### config.mk
export PLATFORM = sky130hd
export DESIGN_NAME = modn_updown_counter_p
export DESIGN_NICKNAME = d
export VERILOG_FILES = /design/src/rtl/modn_updown_counter_p.sv
export SDC_FILE = /design/constraint.sdc
export NUM_CORES = 1
export LEC_CHECK = 0
export CORE_MARGIN = 1.5
export CORE_UTILIZATION = 40
export CTS_CLUSTER_DIAMETER = 50
export DETAILED_ROUTE_END_ITERATION = 10
export GPL_ROUTABILITY_DRIVEN = 0
export HOLD_SLACK_MARGIN = 0.1
export PLACE_DENSITY = 0.71
export REMOVE_ABC_BUFFERS = 1
export SYNTH_ARGS = -nofsm -noshare
export SYNTH_HDL_FRONTEND = slang
export SYNTH_SLANG_ARGS = --single-unit
### constraint.sdc
create_clock -name clock -period 2.3 [get_ports clock]
set_input_delay 0.23 -clock clock [delete_from_list [all_inputs] [get_ports clock]]
set_output_delay 0.23 -clock clock [all_outputs]
set_load 0.02 [all_outputs]
### src/rtl/modn_updown_counter_p.sv
// modn_updown_counter_p: loadable modulo-MODULUS up/down counter with
// programmable step, wrap or saturate mode, registered wrap/borrow, clamp
// and load-rejection pulses, and combinational terminal flags.
// Optional sticky error output: define MODN_CNT_STICKY_ERR_EN.
module modn_updown_counter_p #(
  parameter int WIDTH   = 4,
  parameter int MODULUS = 14,
  parameter int STEP_W  = 2
) (
  input  logic              clock,
  input  logic              reset,
  input  logic              enable,
  input  logic              load,
  input  logic [WIDTH-1:0]  data_in,
  input  logic              up_down,
  input  logic              sat_mode,
  input  logic [STEP_W-1:0] step,
  output logic [WIDTH-1:0]  count,
  output logic              wrap,
  output logic              sat_hit,
  output logic              at_max,
  output logic              at_zero,
  output logic              load_rej
`ifdef MODN_CNT_STICKY_ERR_EN
  ,
  output logic              err_sticky
`endif
);

  // Wide enough to hold both the step input and the WIDTH+1 datapath.
  localparam int EXT_W = (STEP_W > WIDTH + 1) ? STEP_W : WIDTH + 1;
  localparam logic [WIDTH:0]   L_MOD = (WIDTH + 1)'(MODULUS);
  localparam logic [WIDTH-1:0] L_MAX = WIDTH'(MODULUS - 1);

  if (MODULUS < 2 || longint'(MODULUS) > (longint'(1) << WIDTH)) begin : g_bad_modulus
    $error("modn_updown_counter_p: MODULUS must satisfy 2 <= MODULUS <= 2**WIDTH");
  end

  logic [WIDTH-1:0] r_count;
  logic             r_wrap;
  logic             r_sat_hit;
  logic             r_load_rej;

  logic [WIDTH-1:0] w_count_nxt;
  logic             w_wrap_nxt;
  logic             w_sat_nxt;
  logic             w_rej_nxt;

  logic [EXT_W-1:0] w_step_wide;
  logic             w_step_illegal;
  logic [WIDTH:0]   w_s;
  logic [WIDTH:0]   w_cnt_ext;
  logic [WIDTH:0]   w_sum;
  logic             w_data_ok;

  // Step legality is judged at full step width so large steps are never
  // truncated into an apparently legal value.
  assign w_step_wide    = EXT_W'(step);
  assign w_step_illegal = (w_step_wide >= EXT_W'(MODULUS));
  assign w_s            = w_step_wide[WIDTH:0];
  assign w_cnt_ext      = {1'b0, r_count};
  assign w_sum          = w_cnt_ext + w_s;
  assign w_data_ok      = ({1'b0, data_in} < L_MOD);

  // Next count and pulse decode: load beats counting beats hold.
  always_comb begin
    w_count_nxt = r_count;
    w_wrap_nxt  = 1'b0;
    w_sat_nxt   = 1'b0;
    w_rej_nxt   = 1'b0;
    if (load) begin
      if (w_data_ok) begin
        w_count_nxt = data_in;
      end else begin
        w_rej_nxt = 1'b1;
      end
    end else if (enable && (w_s != '0) && !w_step_illegal) begin
      if (up_down) begin
        if (w_sum >= L_MOD) begin
          if (sat_mode) begin
            w_count_nxt = L_MAX;
            w_sat_nxt   = 1'b1;
          end else begin
            w_count_nxt = WIDTH'(w_sum - L_MOD);
            w_wrap_nxt  = 1'b1;
          end
        end else begin
          w_count_nxt = WIDTH'(w_sum);
        end
      end else begin
        if (w_cnt_ext >= w_s) begin
          w_count_nxt = WIDTH'(w_cnt_ext - w_s);
        end else if (sat_mode) begin
          w_count_nxt = '0;
          w_sat_nxt   = 1'b1;
        end else begin
          // count + MODULUS - s stays below 2**(WIDTH+1) even at full modulus.
          w_count_nxt = WIDTH'(w_cnt_ext + L_MOD - w_s);
          w_wrap_nxt  = 1'b1;
        end
      end
    end
  end

  // Count and one-cycle pulse registers.
  always_ff @(posedge clock or negedge reset) begin
    if (!reset) begin
      r_count    <= '0;
      r_wrap     <= 1'b0;
      r_sat_hit  <= 1'b0;
      r_load_rej <= 1'b0;
    end else begin
      r_count    <= w_count_nxt;
      r_wrap     <= w_wrap_nxt;
      r_sat_hit  <= w_sat_nxt;
      r_load_rej <= w_rej_nxt;
    end
  end

  assign count    = r_count;
  assign wrap     = r_wrap;
  assign sat_hit  = r_sat_hit;
  assign load_rej = r_load_rej;
  assign at_max   = (r_count == L_MAX);
  assign at_zero  = (r_count == '0);

`ifdef MODN_CNT_STICKY_ERR_EN
  logic r_err;
  logic w_err_set;
  logic w_err_clr;

  assign w_err_clr = load && w_data_ok;
  assign w_err_set = load ? !w_data_ok : (enable && w_step_illegal);

  // Sticky error: set by rejected loads or illegal steps, cleared by a legal load.
  always_ff @(posedge clock or negedge reset) begin
    if (!reset) begin
      r_err <= 1'b0;
    end else if (w_err_clr) begin
      r_err <= 1'b0;
    end else if (w_err_set) begin
      r_err <= 1'b1;
    end
  end

  assign err_sticky = r_err;
`endif

endmodule
# == After elaboration in Yosys (flattened, before gate mapping) ==
# Cells that the tools add are included.
# totals
reg_bits,7
# classes
mux,22
n_eq_ne,2
n_reduce_logical,7
order_cmp,4
addsub,5
# ops
op,count
4-bit 2-to-1 mux,8
1-bit 2-to-1 mux,14
4-bit by 2-bit subtractor with 4-bit output,2
4-bit by 2-bit adder with 5-bit output,1
"5-bit by 4-bit greater-or-equal comparator with 1-bit output, second input constant",1
5-bit nonzero test,1
"4-bit adder, second input constant",1
"4-bit == test, second input constant",1
"2-bit by 4-bit greater-or-equal comparator with 1-bit output, second input constant",1
4-bit by 2-bit greater-or-equal comparator with 1-bit output,1
4-bit logical NOT,1
"4-bit < comparator, second input constant",1
"4-bit subtractor, second input constant",1
1-bit logical AND,2
"2-bit by 1-bit != test with 1-bit output, second input constant",1
2-bit AND reduction,1
2-bit nonzero test,1
1-bit logical NOT,1

# == Logic depth before layout (Yosys ltp) ==
# depth
depth_word,7
depth_mapped,10

# == Worst setup path after synthesis ==
# OpenSTA, ideal clock, no wires.
# synth_path
path_type,register to register
startpoint,register r_count[0] (netlist: count[0])
endpoint,register r_count[0] (netlist: count[0])
setup_ns,0.082
period_less_slack_ns,2.359
stages_incl_launch_ff,8
arrival_ns,2.277
setup_slack_ns,-0.059
path_buffers,0
required_time_ns,2.218
path_cell_list,dfrtp_1 > ha_1 > fa_1 > nand3_1 > or3_1 > and3_4 > a221o_1 > a22oi_2
# synth_via
elab_chain_cells,7
elab_cells_between_ends,14
cone_classes,5 x add/sub; 2 x order compare; 7 x mux
# synth_rtl
element,line_no,source
from (decl),39,logic [WIDTH-1:0] r_count;
from (signal assigned),113,r_count <= w_count_nxt;
4-bit adder or 4-bit by 2-bit adder with 5-bit output (tied branches),"98, 62",
4-bit by 2-bit subtractor with 4-bit output or 4-bit subtractor (tied branches),"98, 84",
"4-bit 2-to-1 mux, on equally long branches","93, 80",
"4-bit 2-to-1 mux, on equally long branches","91, 79",
4-bit 2-to-1 mux (*),78,if (up_down) begin
4-bit 2-to-1 mux (*),77,end else if (enable && (w_s != '0) && !w_step_illegal) begin
4-bit 2-to-1 mux (*),71,if (load) begin
# Every way passes the cells marked *; elsewhere a longest branch is shown, timed or not. The select of a mux whose other input is x is not followed.
# A chain may end at the register's enable or synchronous reset.

# == Final worst setup path ==
# Same ends and word-level chain as after synthesis.

==> run_results.csv <==
group,metric,value,unit
status,outcome,"completed",
yosys,synth_top_family_by_area,"compound AO/OA/AOI/OAI gates",
die,dieArea,2220,sq um
setup_path,cp_data_arrival_time,2.46,ns
sta,grt_setup_unrepaired,"yes",
power,p_seq_share,23.0,%
yosys,ys_warn_count,0,
grt,grt_start_max_net_pins,14,
die,rows,15,
yosys,synth_edf_count,0,
die,die_y,47.1,um
power,comb_power_share,61.2,%
detailed_routing,firstDrtPassIters,4,
sta,slew_violations,0,
detailed_routing,ant_nets,0,
grt,grt-ovfl-total,0,
sta,hold_violations,0,
setup_path,cp_slowest_cell,"fa_1",
clocking,hold_buffers,0,
yosys,yosys.area_share.xor_xnor,1.13,%
yosys,synthAdderAreaFrac,17.4,%
clocking,cts_tree,"done",
detailed_routing,drc_errors,0,
grt,antenna_found_initial,0,
job,drv_cap,0,
yosys,ys_ff_latch,7,
detailed_routing,post_drt_wl_per_cell,13.9,um
power,ir_worst_vdd,316,uV
power,switching_power,0.000274,W
detailed_routing,vias,802,
clocking,insertion_delay,0.25,ns
grt,globalRouteTotalUtil,21.4,%
sta,slew_headroom,75.0,%
layout,diodes,0,
setup_path,crit_family,"adder cells",
setup_path,cp-end-kind,"flop",
layout,final_core_util,64.8,%
layout,area_growth,48.6,%
clocking,cts.htree.levels,1,
clocking,cts_buffers,3,
yosys,yosysSeqAreaShare,22.5,%
sta,finalCriticalPeriod,2.29,ns
layout,post-route-cell-area,1160,sq um
setup_path,path_cells,"ha_4 -> fa_1 -> nand3_1 -> or3_1 -> and3_4 -> a221o_1 -> a22oi_2",
layout,regArea,178,sq um
die,start_util,43.6,%
layout,multi_input_area,584,sq um
yosys,yosys.area_share.simple,20.6,%
sta,fin_crit_sh,99.7,%
die,die-width,47.1,um
power,power_leakage,0.512,nW
power,clkPwrFrac,15.8,%
setup_path,worst-path-stages,7,
sta,setup_viol,0,
clocking,clkTransAtPathRegs,0.05,ns
detailed_routing,drtIter0Drc,17,
yosys,synthMuxAreaShare,2.73,%
sta,skew,0.000433,ns
grt,grt_pass1_wl,3390,um
detailed_routing,routed_via_density,5.42,
yosys,syn-mean-instance-area,8.65,sq um
setup_path,path_max_fanout,4,
clocking,cts-root-buf,"clkbuf_4",
power,swShare,39.6,%
layout,final.fill_count,157,
placement,post-place-ws,-0.318,ns
layout,drive_gt1_share,22.8,%
yosys,synth_cell_types,42,
placement,io_buffer_count,20,
setup_path,reg2reg_slack,0.006,ns
setup_path,start_kind,"flop",
layout,final_nets,145,
die,core_area,1780,sq um
layout,layout_commonest_cell,"clkdlybuf4s50_1",
yosys,synth_ff_type,"dfrtp_1",
yosys,syn_inst,90,
yosys,synth_compound_area_share,28.6,%
setup_path,rr_endpoint,"count[0]",
placement,placed_area,1080,sq um
sta,worstMarginPinSlew,0.372,ns
setup_path,ff2ff_path_depth,7,
min_path,min_path_type,"input pin to async pin",
clocking,cts_buffer_depth,2,
grt,grt_pass1_vias,809,
detailed_routing,wl,2060,um
setup_path,slowest_delay,0.58,ns
sta,max_freq,436,MHz
setup_path,required,2.46,ns
setup_path,r2r_start,"count[0]",
clocking,cts.sinks,7,
setup_path,worst-setup-path-type,"flop to flop",
sta,worst_slack,0.00634,ns
power,intPower,0.000417,W
die,pin_count,21,
sta,whs,0.230,ns
placement,hpwlAfterDp,1570,um
setup_path,crit_buf_inv,0,
yosys,syn_area,778,sq um
layout,layout_common_cells,"18 x clkdlybuf4s50_1, 13 x buf_4, 10 x inv_1",
yosys,ys_async_sr_fraction,100,%
power,powerDensity,598,nW/um^2
==> synth_stat cells, types with 2 or more instances <==
library cell  count  area share [%]
buf_2             2             1.3
fa_1              3             7.7
nand2b_1          2             1.6
nor4_1            2             1.6
o211ai_1          2             1.9
ha_1              6             9.6
a21o_1            2             1.9
inv_1            10             4.8
a41oi_1           2             2.3
a221oi_1          2             2.3
nand2_1           5             2.4
clkbuf_1          2            0.96
o21ai_0           5             3.2
nor2_1            4             1.9
nor2b_1           3             2.4
dfrtp_1           7              23
a21oi_1           4             2.6
or3_1             3             2.4
==> sequential cells by signal, summed over array words and instances (netlist names) <==
register / flops
count: 4
load_rej: 1
sat_hit: 1
wrap: 1
==> stage by stage <==
stage          TNS (ns)  power [W]  instances
3_3_place_gp     -0.991   0.000550        143
3_5_place_dp      -1.04   0.000552        143
5_1_grt          -0.142   0.000751        148
4_1_cts               0   0.000669        147
6_report              0   0.000691        148
2_1_floorplan   -0.0673   0.000381         86
==> layout make-up <==
type / instances / area share, %
Inverter: 10 / 3.25
Tap cell: 25 / 2.71
Timing Repair Buffer: 33 / 25.9
Clock buffer: 4 / 2.27
Sequential cell: 7 / 15.4
Multi-Input combinational cell: 69 / 50.5
==> cells by family (layout without fill, tap and decap cells) <==
logic type | count (synthesis) | in the layout
compound gates | 30 | 30
simple gates | 27 | 27
buf+inv | 14 | 47
fa+ha+maj | 9 | 9
flops | 7 | 7
mux | 2 | 2
xor+xnor | 1 | 1
==> worst max path at each step <==
stage | to | start
after detailed placement | count[3] | step[1]
after global placement | count[3] | step[1]
after global routing | count[0] | count[0]
after floorplan | count[0] | count[0]
after CTS | count[0] | step[0]
final | count[0] | count[0]
==> what timing repair did <==
item	CTS	global route
buffers inserted	0	1
endpoints found under the hold margin	0	0
endpoints found under the setup margin	1	4
resized for setup	2	9
pin swaps	0	4
==> metal layers <==
layer	GRT usage (%)	wire length [um]
met1	27.8	964
met2	36.7	1020
met3	1.92	74
met4	7.78	6
met5	0	0
==> power by group through the flow <==
stage / Clock (W) / Combinational, W / Sequential, W
2_1_floorplan: 0 / 0.000198 / 0.000184
3_3_place_gp: 0 / 0.000392 / 0.000158
3_5_place_dp: 0 / 0.000395 / 0.000158
4_1_cts: 0.000111 / 0.000402 / 0.000156
5_1_grt: 0.000121 / 0.000469 / 0.000160
6_report: 0.000109 / 0.000423 / 0.000159
Power figures use the tool's default switching activity.
